File: config.mk
export PLATFORM = sky130hd
export DESIGN_NAME = strand_select_stage
export DESIGN_NICKNAME = d
export VERILOG_FILES = /design/src/rtl/strand_select_stage.sv
export SDC_FILE = /design/constraint.sdc
export NUM_CORES = 1
export LEC_CHECK = 0
export ABC_AREA = 0
export CAP_MARGIN = 0
export CORE_AREA = 2 2 204 206
export CTS_CLUSTER_SIZE = 20
export DETAILED_ROUTE_END_ITERATION = 10
export DIE_AREA = 0 0 206 208
export SETUP_SLACK_MARGIN = 0.2
export SLEW_MARGIN = 0
export SYNTH_ARGS = -nofsm -noshare
export SYNTH_HDL_FRONTEND = slang
export SYNTH_SLANG_ARGS = --single-unit
File: constraint.sdc
create_clock -name clk -period 4 [get_ports clk]
set_clock_uncertainty 0.15 [all_clocks]
set_input_delay 0.8 -clock clk [delete_from_list [all_inputs] [get_ports clk]]
set_output_delay 0.8 -clock clk [all_outputs]
set_load 0.02 [all_outputs]
File: src/rtl/strand_select_stage.sv
// strand_select_stage: round-robin issue arbiter across per-strand FSMs plus the
// single pipeline register that feeds decode. Owns decode-side stall and
// per-strand flush handling for the registered slot.
//
// Optional build feature: define STRAND_SELECT_PERF_EN to add internal 64-bit
// performance counters (idle_cycle_count, stall_cycle_count, issue_count[n]).
// Ports and functional behaviour are identical with or without it.
//
// Handshake: issue_request_i[n] is strand n's "valid"; ~stall_i is decode's
// "ready". A transfer happens only on a cycle where grant_o[n]=1, which implies
// request, no flush on that strand, and ready. The slot never changes while
// stall_i=1 except for a flush of the strand that owns it.
module strand_select_stage #(
    parameter int NUM_STRANDS = 4,
    parameter int SID_WIDTH   = 2
) (
    input  logic                      clk,
    input  logic                      reset,
    input  logic [NUM_STRANDS-1:0]    issue_request_i,
    input  logic [32*NUM_STRANDS-1:0] instruction_i,
    input  logic [32*NUM_STRANDS-1:0] pc_i,
    input  logic [4*NUM_STRANDS-1:0]  reg_lane_select_i,
    input  logic [32*NUM_STRANDS-1:0] strided_offset_i,
    input  logic [NUM_STRANDS-1:0]    flush_i,
    input  logic                      stall_i,
    output logic [NUM_STRANDS-1:0]    grant_o,
    output logic                      instruction_valid_o,
    output logic [31:0]               instruction_o,
    output logic [31:0]               pc_o,
    output logic [3:0]                reg_lane_select_o,
    output logic [31:0]               strided_offset_o,
    output logic [SID_WIDTH-1:0]      strand_id_o
);

    logic [NUM_STRANDS-1:0] eligible;
    logic [SID_WIDTH-1:0]   last_q, last_d;
    logic [SID_WIDTH-1:0]   probe;
    logic [SID_WIDTH-1:0]   winner;
    logic                   found;
    logic                   grant_valid;

    logic                   valid_q, valid_d;
    logic [31:0]            instr_q, instr_d;
    logic [31:0]            pc_q, pc_d;
    logic [3:0]             lane_q, lane_d;
    logic [31:0]            off_q, off_d;
    logic [SID_WIDTH-1:0]   sid_q, sid_d;

    // Round-robin search starting one past the last winner; ids wrap naturally
    // because NUM_STRANDS is a power of two equal to 2**SID_WIDTH.
    always_comb begin
        eligible = issue_request_i & ~flush_i;
        winner   = '0;
        found    = 1'b0;
        probe    = '0;
        for (int i = 1; i <= NUM_STRANDS; i++) begin
            probe = last_q + SID_WIDTH'(i);
            if (!found && eligible[probe]) begin
                found  = 1'b1;
                winner = probe;
            end
        end
        grant_valid = found & ~stall_i & ~reset;
        grant_o     = grant_valid ? (NUM_STRANDS'(1) << winner) : '0;
        last_d      = grant_valid ? winner : last_q;
    end

    // Next-state of the decode slot: capture beats flush, flush beats stall.
    always_comb begin
        valid_d = valid_q;
        instr_d = instr_q;
        pc_d    = pc_q;
        lane_d  = lane_q;
        off_d   = off_q;
        sid_d   = sid_q;
        if (grant_valid) begin
            valid_d = 1'b1;
            instr_d = instruction_i[32*winner +: 32];
            pc_d    = pc_i[32*winner +: 32];
            lane_d  = reg_lane_select_i[4*winner +: 4];
            off_d   = strided_offset_i[32*winner +: 32];
            sid_d   = winner;
        end else if (!stall_i) begin
            valid_d = 1'b0;
            instr_d = '0;
        end else if (valid_q && flush_i[sid_q]) begin
            valid_d = 1'b0;
            instr_d = '0;
        end
    end

    // Slot and priority pointer registers; pointer resets so strand 0 goes first.
    always_ff @(posedge clk or posedge reset) begin
        if (reset) begin
            last_q  <= SID_WIDTH'(NUM_STRANDS - 1);
            valid_q <= 1'b0;
            instr_q <= '0;
            pc_q    <= '0;
            lane_q  <= '0;
            off_q   <= '0;
            sid_q   <= '0;
        end else begin
            last_q  <= last_d;
            valid_q <= valid_d;
            instr_q <= instr_d;
            pc_q    <= pc_d;
            lane_q  <= lane_d;
            off_q   <= off_d;
            sid_q   <= sid_d;
        end
    end

    assign instruction_valid_o = valid_q;
    assign instruction_o       = instr_q;
    assign pc_o                = pc_q;
    assign reg_lane_select_o   = lane_q;
    assign strided_offset_o    = off_q;
    assign strand_id_o         = sid_q;

`ifdef STRAND_SELECT_PERF_EN
    logic [63:0] idle_cycle_count;
    logic [63:0] stall_cycle_count;
    logic [63:0] issue_count [NUM_STRANDS];

    // Utilisation counters: idle = ready but nothing issued, stall = not ready.
    always_ff @(posedge clk or posedge reset) begin
        if (reset) begin
            idle_cycle_count  <= '0;
            stall_cycle_count <= '0;
            for (int n = 0; n < NUM_STRANDS; n++) begin
                issue_count[n] <= '0;
            end
        end else begin
            if (stall_i) begin
                stall_cycle_count <= stall_cycle_count + 64'd1;
            end else if (!grant_valid) begin
                idle_cycle_count <= idle_cycle_count + 64'd1;
            end
            if (grant_valid) begin
                issue_count[winner] <= issue_count[winner] + 64'd1;
            end
        end
    end
`endif

endmodule

---- After elaboration in Yosys (flattened, before gate mapping) ----
Cells that the tools add are included.
operators by class
  magnitude comparators ................... 5
  shift-type cells ........................ 5
  eq/ne operators ......................... 1
  $add $sub $neg .......................... 3
  mux-type cells .......................... 25
  bitwise operators ....................... 6
  reduce and logical (&&, ||, !) cells .... 7
operators by type and width
  cell                   number
  $shiftx A128 B8 Y32    3
  $mux W32               3
  $shiftx A16 B5 Y4      1
  $lt A2 B3 Y1 const B   5
  $mux W1                12
  $bmux W1 S2            5
  $mux W2                4
  $add A2 B2 Y2 const B  2
  $and A4 B4 Y4          1
  $logic_and A1 B1 Y1    4
  $mux W4                1
  $not A4 Y4             1
  $shl A1 B2 Y4 const A  1
  $logic_not A1 Y1       3
  $ne A3 B1 Y1 const B   1
  $add A2 B1 Y2 const B  1
  $and A1 B1 Y1          2
  $not A1 Y1             2
word-level totals
  bits of input ports ..................... 411
  logic and storage cells ................. 59
  register bits after elaboration ......... 105

---- Depth between registers and ports, before layout ----
  depth after elaboration ................. 17
  gate-level depth with buffers ........... 8
  depth with buffers taken out ............ 5

---- Worst setup path after synthesis ----
Ideal clock, no wire load.
  path type ............................... input -> output
  start ................................... input port flush_i[1]
  end ..................................... output port grant_o[1]
  required time ........................... 3.050 ns
  stages on the path ...................... 7
  data arrival time ....................... 2.372 ns
  slack ................................... 0.678 ns
  cells stage by stage .................... nor4b_1 -> a311oi_2 -> and2_1 -> buf_6 -> buf_12 -> buf_6 -> nor3b_1
on the way
  cells in the longest elaborated chain, start to end .. 17
  elaborated cells between the ends (all ways) .. 28
  those cells by class .................... shift: 1; mux: 17; bitwise: 4; reduce/logical: 6
RTL lines
  what                           line  text
  start: declaration             24    input logic [NUM_STRANDS-1:0] flush_i,
  $not A4 Y4 (*)                 52    eligible = issue_request_i & ~flush_i;
  $and A4 B4 Y4 (*)              52
  $bmux W1 S2                    58    if (!found && eligible[probe]) begin
  $mux W1 (implied by the code)  58
  $mux W1                        58
  $logic_not A1 Y1               58
  $logic_and A1 B1 Y1            58
  $mux W1                        58
  $logic_not A1 Y1               58
  $logic_and A1 B1 Y1            58
  $mux W1                        58
  $logic_not A1 Y1               58
  $logic_and A1 B1 Y1            58
  $mux W1                        58
  $and A1 B1 Y1 (2 in a row)     63    grant_valid = found & ~stall_i & ~reset;
  $mux W4 (*)                    64    grant_o = grant_valid ? (NUM_STRANDS'(1) << winner) : '0;
  end: declaration               26    output logic [NUM_STRANDS-1:0] grant_o,
Mark *: on every way between the ends. The rest lies on a longest branch, timed or not. The select of a mux whose other input is x is not followed.

---- Final worst setup path ----
  start ................................... input port issue_request_i[1]
  end ..................................... output port grant_o[1]
on the way
  cells in the longest elaborated chain, start to end .. 16
  elaborated cells between the ends (all ways) .. 27
  those cells by class .................... shift: 1; mux: 17; bitwise: 3; reduce/logical: 6
RTL lines
  what                           line  text
  start: declaration             19    input logic [NUM_STRANDS-1:0] issue_request_i,
  $and A4 B4 Y4 (*)              52
  $bmux W1 S2                    58
  $mux W1 (implied by the code)  58
  $mux W1                        58
  $logic_not A1 Y1               58
  $logic_and A1 B1 Y1            58
  $mux W1                        58
  $logic_not A1 Y1               58
  $logic_and A1 B1 Y1            58
  $mux W1                        58
  $logic_not A1 Y1               58
  $logic_and A1 B1 Y1            58
  $mux W1                        58
  $and A1 B1 Y1 (2 in a row)     63
  $mux W4 (*)                    64
Marks and branches as above.

==> flow_summary.json <==
{
  "final_net_count": 1575,
  "synth_cells": 678,
  "synth_fp_nets": 1089,
  "synth_edf_count": 0,
  "slew_headroom_pct": 39.7,
  "num_rows": 74,
  "rsz0062_at_grt": "false",
  "dp_slack_ns": -0.167,
  "area_delta_synth_final_pct": 90.9,
  "worstSetupStartpointType": "input port",
  "final_antenna_net_count": 0,
  "slew_violations": 0,
  "clk_latency_ns": 0.37,
  "cts_sinks": 105,
  "path_class": "input port to primary output",
  "tightestPinTransition_ns": 0.905,
  "floorplan.initialDensity_pct": 16.5,
  "root_buffer": "clkbuf_16",
  "power.total_w": 0.00470,
  "drtIter0Drc": 287,
  "drtPass1Iterations": 4,
  "ys_ff_latch": 105,
  "die_area_sq_um": 42800,
  "die_y_um": 208,
  "fin_hold_ws_ns": 0.341,
  "vdd_drop_max_uv": 177,
  "holdBufCountCts": 0,
  "die_w_um": 206,
  "synth_warnings": 0,
  "layout_worst_path_cycle_share_pct": 92.9,
  "cts_tree": "yes",
  "gp_congestion": 0.781,
  "routedWlPerCell_um": 19.8,
  "grt_max_degree": 87,
  "critical_path_arrival_ns": 2.76,
  "cts_buffer_depth": 2,
  "path_cells": "clkdlybuf4s50_1, nor4b_2, buf_4, a311oi_4, and2_4, buf_4, nor3b_2, buf_4, buf_12",
  "core_sq_um": 40600,
  "drc_errors": 0,
  "status": "complete, no violations",
  "worst_path_most_repeated_cell": "buf_4",
  "design_area_sq_um": 12800,
  "grt-ovfl-total": 0,
  "first_global_vias": 8038,
  "worstPathRequired_ns": 3.05,
  "final_util_pct": 31.5,
  "critPathTopFamily": "buffers and inverters",
  "finalSetupViolCount": 0,
  "hold_path_class": "flip-flop to flip-flop",
  "h-tree-depth": 3,
  "grt_pass1_wl_um": 48400,
  "fin_ws_ns": 0.285,
  "end_kind": "primary output",
  "crit_buf_inv": 5,
  "power_leakage_nw": 5.29,
  "antenna_found_initial": 0,
  "ioPinCount": 518,
  "synth-async-reset-ratio_pct": 100,
  "ys.flop_type": "dfrtp_1",
  "dp_hpwl_um": 25700,
  "max_stage_delay_ns": 0.52,
  "drive_gt1_share_pct": 4.80,
  "power_density_nw_per_um2": 368,
  "grt_usage_pct": 15.1,
  "post-route-min-period_ns": 3.71,
  "synth.distinct_cells": 33,
  "vias": 7641,
  "crit_fanout": 4,
  "wirelength_um": 33600,
  "port_buffers": 517,
  "finalHoldViolations": 0,
  "fmax_mhz": 269,
  "numCtsBuffers": 9,
  "via_per_inst": 4.49,
  "syn_avg_cell_area_sq_um": 9.87,
  "synth_area_sq_um": 6690,
  "cap_violations": 0,
  "cts.clk_slew.worst_paths_ns": 0.07,
  "ys_seq_area_share_pct": 39.3,
  "placed_cell_area_sq_um": 12500,
  "cp_slowest_cell": "clkdlybuf4s50_1"
}
registers in the layout, indices dropped and copies added, names as in the netlist:
register             flops
reg_lane_select_o        4
instruction_o           32
strand_id_o              2
strided_offset_o        32
pc_o                    32
instruction_valid_o      1
last_q                   2
cell usage after synthesis (2+ instances only):
master | instances | share of area [%]
nor2b_1 | 2 | 0.19
o21ai_0 | 2 | 0.15
a311oi_2 | 2 | 0.45
nor2_1 | 72 | 4.0
and3_1 | 68 | 6.4
mux2i_1 | 132 | 20
o21a_1 | 3 | 0.34
inv_1 | 4 | 0.22
o221ai_1 | 32 | 4.2
buf_6 | 13 | 2.2
and2_1 | 2 | 0.19
dfrtp_1 | 103 | 39
nand2_1 | 35 | 2.0
dfstp_2 | 2 | 0.79
a211oi_1 | 136 | 15
clkbuf_1 | 51 | 2.9
nand2b_1 | 3 | 0.28
layer usage:
layer  track usage (%)  wire (um)
met3              3.92       3010
met4              5.99        898
met2              27.8      17100
met5                 0          0
met1              16.1      12600
stage by stage:
stage,setup TNS [ns],cells
detailed placement,-0.167,1685
global route,0,1699
floorplan,0,678
finish,0,1700
CTS,0,1699
global placement,-0.147,1685
path summary, 6_finish.rpt:
kind	slack (ns)	start	to	depth (start not counted)
worst max-delay path	0.29	issue_request_i[1]	grant_o[1]	9
worst max register to register	1.10	last_q[1]$_DFFE_PP1P_	strided_offset_o[14]$_DFFE_PP0P_	8
min in group asynchronous	0.71	reset	strand_id_o[1]$_DFFE_PP0P_	2
worst min-delay path	0.34	instruction_o[19]$_DFFE_PP0P_	instruction_o[19]$_DFFE_PP0P_	2
worst min register to register	0.34	instruction_o[19]$_DFFE_PP0P_	instruction_o[19]$_DFFE_PP0P_	2
max in group asynchronous	2.17	reset	pc_o[1]$_DFFE_PP0P_	3
where the power goes:
group,internal (W),switching [W],leakage (nW)
combinational,0.00119,0.00110,3.92
clock,0.000496,0.000436,0.137
sequential,0.00132,0.000165,1.23
worst reg2reg max path: cells and delay by family, from the launching register on:
family	cells	cell delay, ns
AOI/OAI and AO/OA	2	0.51
buffers and inverters	3	0.73
muxes	1	0.47
and+or+nand+nor	2	0.29
DFF	1	0.62
logic make-up (layout without fill, tap and decap cells):
logic type / count (synthesis) / count (layout) / share of synthesized area [%]
multiplexers: 133 / 133 / 20.1
flip-flops: 105 / 105 / 39.3
buffers and inverters: 71 / 560 / 5.87
other: 0 / 1 / 0
AND/OR/NAND/NOR: 187 / 187 / 13.6
AO/OA/AOI/OAI: 182 / 182 / 21.1
layout by cell type (no fill, tap or decap), types with 6 or more instances in the layout:
| master | count |
|---|---|
| clkdlybuf4s50_1 | 513 |
| a211oi_1 | 136 |
| mux2i_1 | 132 |
| dfrtp_1 | 103 |
| nor2_1 | 71 |
| and3_1 | 68 |
| nand2_1 | 34 |
| o221ai_1 | 32 |
| buf_4 | 20 |
| clkbuf_16 | 9 |
| buf_12 | 6 |
cell type report:
cell class,instances,area (sq um)
Timing Repair Buffer,542,5430
Tap cell,532,666
Fill cell,4206,27800
Inverter,4,17.5
Multi-Input combinational cell,502,3740
Clock inverter,3,42.5
Clock buffer,11,243
Sequential cell,105,2630
Antenna cell,1,2.50
timing repair:
action / CTS / global route
endpoints found under the setup margin: 4 / 2
gates cloned: 0 / 0
setup buffers: 0 / 0
pin swaps: 0 / 0
resized for setup: 5 / 4
No activity file was read; power rests on OpenSTA's default activity.
